--- src/rtl/alarm_sequencer_if.sv ---
// Timer handshake between the alarm sequencer and the shared countdown timer.
// The sequencer is the master: it requests loads and consumes expiry/blink.
interface alarm_sequencer_if;
   logic       start_timer;
   logic [3:0] value;
   logic       expired;
   logic       one_hz_enable;
   logic       half_hz_enable;

   modport master (
      output start_timer,
      output value,
      input  expired,
      input  one_hz_enable,
      input  half_hz_enable
   );

   modport slave (
      input  start_timer,
      input  value,
      output expired,
      output one_hz_enable,
      output half_hz_enable
   );
endinterface

--- src/rtl/alarm_sequencer.sv ---
// Anti-theft alarm controller: sensor decode, timer sequencing,
// siren and status LED drive.
module alarm_sequencer #(
   parameter logic [3:0] T_ARM_DELAY       = 4'd6,
   parameter logic [3:0] T_DRIVER_DELAY    = 4'd8,
   parameter logic [3:0] T_PASSENGER_DELAY = 4'd15,
   parameter logic [3:0] T_ALARM_ON        = 4'd10
) (
   input  logic                      clock,
   input  logic                      reset,
   input  logic                      ignition,
   input  logic                      door_driver,
   input  logic                      door_pass,
   alarm_sequencer_if.master         tmr,
   output logic                      siren,
   output logic                      status_led,
   output logic [2:0]                state
);

   typedef enum logic [2:0] {
      ARMED           = 3'd0,
      TRIGGERED       = 3'd1,
      SOUND_ALARM     = 3'd2,
      DISARMED        = 3'd3,
      WAIT_DOOR_OPEN  = 3'd4,
      WAIT_DOOR_CLOSE = 3'd5,
      ARM_DELAY       = 3'd6
   } state_e;

   state_e     state_q, state_d;
   logic       start_q, start_d;
   logic [3:0] value_q, value_d;
   logic [1:0] guard_q, guard_d;
   logic       honoured;
   logic       any_door;

   assign any_door = door_driver | door_pass;

   // Expiry counts only after two quiet cycles following the last load,
   // which hides stale pulses and the timer's load latency.
   assign honoured = tmr.expired & ~start_q & (guard_q == 2'd0);

   always_comb begin
      guard_d = 2'd0;
      if (start_q)
         guard_d = 2'd2;
      else if (guard_q != 2'd0)
         guard_d = guard_q - 2'd1;
   end

   always_ff @(posedge clock or posedge reset) begin
      if (reset) begin
         state_q <= ARMED;
         start_q <= 1'b0;
         value_q <= 4'd0;
         guard_q <= 2'd0;
      end else begin
         state_q <= state_d;
         start_q <= start_d;
         value_q <= value_d;
         guard_q <= guard_d;
      end
   end

   always_comb begin
      state_d = state_q;
      start_d = 1'b0;
      value_d = value_q;
      case (state_q)
         ARMED: begin
            if (ignition) begin
               state_d = DISARMED;
            end else if (door_driver) begin
               state_d = TRIGGERED;
               start_d = 1'b1;
               value_d = T_DRIVER_DELAY;
            end else if (door_pass) begin
               state_d = TRIGGERED;
               start_d = 1'b1;
               value_d = T_PASSENGER_DELAY;
            end
         end
         TRIGGERED: begin
            if (ignition) begin
               state_d = DISARMED;
            end else if (honoured) begin
               state_d = SOUND_ALARM;
               start_d = 1'b1;
               value_d = T_ALARM_ON;
            end
         end
         SOUND_ALARM: begin
            if (ignition) begin
               state_d = DISARMED;
            end else if (any_door) begin
               start_d = 1'b1;
               value_d = T_ALARM_ON;
            end else if (honoured) begin
               state_d = ARMED;
            end
         end
         DISARMED: begin
            if (!ignition)
               state_d = WAIT_DOOR_OPEN;
         end
         WAIT_DOOR_OPEN: begin
            if (ignition)
               state_d = DISARMED;
            else if (door_driver)
               state_d = WAIT_DOOR_CLOSE;
         end
         WAIT_DOOR_CLOSE: begin
            if (ignition) begin
               state_d = DISARMED;
            end else if (!any_door) begin
               state_d = ARM_DELAY;
               start_d = 1'b1;
               value_d = T_ARM_DELAY;
            end
         end
         ARM_DELAY: begin
            if (ignition) begin
               state_d = DISARMED;
            end else if (any_door) begin
               start_d = 1'b1;
               value_d = T_ARM_DELAY;
            end else if (honoured) begin
               state_d = ARMED;
            end
         end
         default: state_d = ARMED;
      endcase
   end

   always_comb begin
      siren      = 1'b0;
      status_led = 1'b0;
      case (state_q)
         ARMED:       status_led = tmr.one_hz_enable;
         TRIGGERED:   status_led = 1'b1;
         SOUND_ALARM: begin
            siren      = 1'b1;
            status_led = 1'b1;
         end
         ARM_DELAY:   status_led = tmr.half_hz_enable;
         default:     status_led = 1'b0;
      endcase
   end

   assign tmr.start_timer = start_q;
   assign tmr.value       = value_q;
   assign state           = state_q;

endmodule
--- src/flat_wrapper.sv ---
// flat-port wrapper written by rule: the top's interface ports become plain ports
module alarm_sequencer_flat 
#(
   parameter logic [3:0] T_ARM_DELAY       = 4'd6,
   parameter logic [3:0] T_DRIVER_DELAY    = 4'd8,
   parameter logic [3:0] T_PASSENGER_DELAY = 4'd15,
   parameter logic [3:0] T_ALARM_ON        = 4'd10
)
  (clock, reset, ignition, door_driver, door_pass, siren, status_led, state, tmr_start_timer, tmr_value, tmr_expired, tmr_one_hz_enable, tmr_half_hz_enable);
  alarm_sequencer_if tmr_i ();
  input  logic clock;
  input  logic reset;
  input  logic ignition;
  input  logic door_driver;
  input  logic door_pass;
  output logic siren;
  output logic status_led;
  output logic [2:0] state;
  output wire logic [$bits(tmr_i.start_timer)-1:0] tmr_start_timer;
  output wire logic [$bits(tmr_i.value)-1:0] tmr_value;
  input wire logic [$bits(tmr_i.expired)-1:0] tmr_expired;
  input wire logic [$bits(tmr_i.one_hz_enable)-1:0] tmr_one_hz_enable;
  input wire logic [$bits(tmr_i.half_hz_enable)-1:0] tmr_half_hz_enable;
  assign tmr_start_timer = tmr_i.start_timer;
  assign tmr_value = tmr_i.value;
  assign tmr_i.expired = tmr_expired;
  assign tmr_i.one_hz_enable = tmr_one_hz_enable;
  assign tmr_i.half_hz_enable = tmr_half_hz_enable;
  alarm_sequencer #(.T_ARM_DELAY(T_ARM_DELAY), .T_DRIVER_DELAY(T_DRIVER_DELAY), .T_PASSENGER_DELAY(T_PASSENGER_DELAY), .T_ALARM_ON(T_ALARM_ON)) u_core (.clock(clock), .reset(reset), .ignition(ignition), .door_driver(door_driver), .door_pass(door_pass), .tmr(tmr_i), .siren(siren), .status_led(status_led), .state(state));
endmodule
--- config.mk ---
export PLATFORM = sky130hd
export DESIGN_NAME = alarm_sequencer_flat
export DESIGN_NICKNAME = d
export VERILOG_FILES = /design/src/rtl/alarm_sequencer_if.sv /design/src/rtl/alarm_sequencer.sv /design/src/flat_wrapper.sv
export SDC_FILE = /design/constraint.sdc
export NUM_CORES = 1
export LEC_CHECK = 0
export CAP_MARGIN = 20
export CORE_MARGIN = 10
export CORE_UTILIZATION = 40
export DETAILED_ROUTE_END_ITERATION = 6
export PLACE_DENSITY_LB_ADDON = 0.25
export SLEW_MARGIN = 20
export SYNTH_ARGS = -nofsm -noshare
export SYNTH_HDL_FRONTEND = slang
export SYNTH_SLANG_ARGS = --single-unit
--- constraint.sdc ---
create_clock -name clock -period 5.1 [get_ports clock]
set_clock_uncertainty 0.2 [all_clocks]
set_input_delay 1.53 -clock clock [delete_from_list [all_inputs] [get_ports clock]]
set_output_delay 1.53 -clock clock [all_outputs]
set_load 0.1 [all_outputs]
=== Yosys cells after proc, flatten, opt, wreduce, memory -nomap -nowiden ===
Cells that the tools add are included.

* Flip-flop bits (word level): 10
* Bits of input ports: 8
* Word-level logic and storage cells: 80

* $add $sub $neg: 1
* Equal/unequal tests: 23
* Muxes and demuxes: 40
* Bitwise logic cells: 4
* Reduce and logical (&&, ||, !) cells: 8

{| class="wikitable"
|+ Operators by type and width
! cell !! count
|-
| two-way mux 4 bit || 11
|-
| two-way mux 3 bit || 13
|-
| one-hot mux 4 bit (5 select lines) || 1
|-
| one-hot mux 3 bit (6 select lines) || 1
|-
| != test 2 bit, second input constant || 7
|-
| != test 3 bit, second input constant || 4
|-
| AND reduction 11 bit || 1
|-
| two-way mux 1 bit || 10
|-
| equality test 3 bit, second input constant || 3
|-
| AND reduction 7 bit || 1
|-
| equality test 3 x 2 -> 1 bit, second input constant || 2
|-
| != test 2 x 1 -> 1 bit, second input constant || 3
|-
| nonzero test 5 bit || 1
|-
| two-way mux 2 bit || 2
|-
| != test 4 bit, second input constant || 1
|-
| one-hot mux 1 bit (4 select lines) || 1
|-
| OR reduction 2 bit || 2
|-
| equality test 3 x 1 -> 1 bit, second input constant || 1
|-
| logical NOT 3 bit || 1
|-
| != test 3 x 1 -> 1 bit, second input constant || 1
|-
| != test 3 x 2 -> 1 bit, second input constant || 1
|-
| one-hot mux 1 bit (3 select lines) || 1
|-
| bitwise AND 1 bit || 2
|-
| logical NOT 2 bit || 1
|-
| 4 further kinds || 4
|}

=== Depth between registers and ports, before layout ===
* Depth after elaboration: 7
* Mapped depth: 5
* Mapped depth without buffers: 4

=== Least setup slack after synthesis ===
OpenSTA, ideal clock, no wires.

* Path type: input-to-output
* From: in tmr_one_hz_enable
* To: out status_led
* Arrival: 3916 ps
* Path slack: -546 ps
* Stages: 4
* Buffers on the path: 0
* Cells stage by stage: nor2_1 > nor2_1 > nor2_1 > a221oi_1

* Word-level cells in the longest chain between the ends: 1

{| class="wikitable"
|+ Ends and longest elaborated chain
! element !! RTL line !! RTL
|-
| start, declared || flat_wrapper.sv:22 || <nowiki>input wire logic [$bits(tmr_i.one_hz_enable)-1:0] tmr_one_hz_enable;</nowiki>
|-
| one-hot mux 1 bit (3 select lines) || alarm_sequencer.sv:138 || <nowiki>case (state_q)</nowiki>
|-
| end, declared || flat_wrapper.sv:17 || <nowiki>output logic status_led;</nowiki>
|}

No other way between the ends.

=== Worst setup path after layout ===
Ends and elaborated chain as after synthesis.

==> flow_summary.yaml <==
finish:
  num-nets-final: 92
  final_cell_mix: "clkdlybuf4s50_1, dfrtp_1, nor2_1, inv_1, o21ai_0"
  drive_gt1_frac: 0.169
  diodes: 0
  synthToLayoutAreaGrowth_pct: 36.3
  utilization: 0.565
  layout_commonest_cell: "clkdlybuf4s50_1"
  fin_cells: 99
route:
  via_count: 542
  viasPerCell: 5.47
  wirelength_um: 1420
  first_iter_violations: 13
  remaining_drc_errors: 0
  drtAntennaViolNets: 0
  first_pass_iters: 4
  wl_per_cell_um: 14.4
placement:
  place.gp.congestion: 0.839
  dp_hpwl_um: 1060
  place_ws_ns: 0.683
  dp_cells: 95
  portBuffers: 17
setup_path:
  startpoint: "tmr_one_hz_enable"
  rrSetupSlack_ns: 3.13
  rr_worst_depth: 4
  path_class: "input pin to output pin"
  r2r-end: "u_core.tmr.value[2]"
  cp-end-kind: "output pin"
  regToRegStartpoint: "u_core.state[2]"
  required_ns: 3.37
  worst-path-max-fanout: 1
  worstPathArrival_ns: 2.67
  worstSetupStartpointType: "input pin"
floorplanning:
  die_x_um: 59.0
  initial_core_util: 0.414
  row_count: 14
  num_io_pins: 18
  die_height_um: 59.0
  die-area_um2: 3480
  coreArea_um2: 1470
flow_run:
  maxCapViolations: 0
global_route:
  grt_max_degree: 21
  grt_util_all_layers: 0.0835
  overflow: 0
  grt_pass1_wl_um: 2380
  antenna_found_initial: 0
  grt_pass1_vias: 508
worst_hold_path:
  hold_path_startpoint: "u_core.guard_q[0]"
  min_to: "u_core.guard_q[0]"
  hold_path_class: "flip-flop to flip-flop"
  hold_depth: 1
yosys:
  syn_inst: 66
  yosysSeqAreaShare: 0.411
  ys_warn_count: 0
  yosys.area.top_type: "dfrtp_1"
  synth.avg_cell_area_um2: 9.23
  netlist_area_um2: 609
  yosys.cell_types.count: 30
  ys_ff_latch: 10
  synth_fp_nets: 74
  synth_area_leaders: "dfrtp_1, nor2_1, inv_1"
  synth_top_area_frac: 0.411
timing:
  setup_violations: 0
  min_period_ns: 4.40
  fmax_mhz: 227
  report.final.slew_viol_count: 0
  min_period_over_period: 0.863
  hold_viol: 0
  relSlewSlack: 0.354
  tightest_slew_ns: 0.966
  fin_tns_setup_ns: 0
  final.setup.worst_slack_ns: 0.701
  rsz0062_at_grt: "no"
clock_network:
  cts_hold_buf: 0
  cts-resized-gates: 0
  clkLatencyLatePin_ns: 0.26
  post_cts_buffers: 0
  numCtsBuffers: 3
  htree_levels: 1
  path_clk_slew_ns: 0.06
  clock_path_buffers: 2
  root_buffer: "clkbuf_4"
  cts_sinks: 10
  cts_tree: "built"
outcome:
  status: "finished, final reports clean"
cells by family (layout without fill, tap and decap cells):
kind of cell / count (synthesis) / count (layout) / synth area share
simple gates: 22 / 22 / 0.207
xor+xnor: 1 / 1 / 0.0144
compound gates: 20 / 20 / 0.244
mux: 2 / 2 / 0.0411
buf+inv: 11 / 28 / 0.0821
flops: 10 / 10 / 0.411
registers in the layout (all words and copies together), names as in the netlist:
name / cells
u_core.guard_q: 2
u_core.state: 3
u_core.tmr.start_timer: 1
u_core.tmr.value: 4
Yosys cell counts, drive strengths merged:
cell	n
a21o	1
a21oi	4
a221o	1
a221oi	2
a22oi	1
a31o	1
a31oi	2
and3	1
buf	2
clkbuf	2
dfrtp	10
inv	7
mux2	1
mux2i	1
nand2	4
nand3	1
nand3b	1
nand4	1
nor2	9
nor3	2
nor3b	1
nor4b	1
o211ai	2
o21ai	5
o31ai	1
or3	1
xor2	1
metal layers:
metal | vias up | routed length (um) | global-route usage
met5 | - | 0 | 0
met2 | 13 | 663 | 0.132
li1 | 268 | - | -
met1 | 259 | 666 | 0.0999
met3 | 2 | 69 | 0.0193
met4 | 0 | 23 | 0.0492
final cells by class:
cell class              instances  area [um2]
fillers                       145         641
multi-input cells              45         320
flip-flops and latches         10         250
repair buffers                 17         178
clock buffers                   4        36.3
inverters                       7        26.3
well taps                      16        20.0
how the worst max path moves through the flow:
stage / to / slack, ns / cells past startpoint
after detailed placement: status_led / 0.68 / 6
after floorplan: status_led / 0.41 / 2
after CTS: status_led / 0.68 / 6
after global placement: status_led / 0.72 / 6
after global routing: status_led / 0.61 / 6
final: status_led / 0.70 / 6
critical path, cell delays in order:
cell,delay (ns)
clkdlybuf4s50_1,0.45
nor2_1,0.04
nor2_1,0.10
nor2_1,0.06
a221oi_2,0.27
buf_12,0.22
per-stage QoR:
| step | hold slack, ns | cell area [um2] |
|---|---|---|
| floorplan | 0.287 | 621 |
| global placement | 0.298 | 795 |
| detailed placement | 0.312 | 795 |
| CTS | 0.326 | 831 |
| global route | 0.343 | 831 |
| finish | 0.318 | 831 |
Power is not shown: default switching activity piles up to over one toggle a cycle in this logic, so the estimate is an artifact.
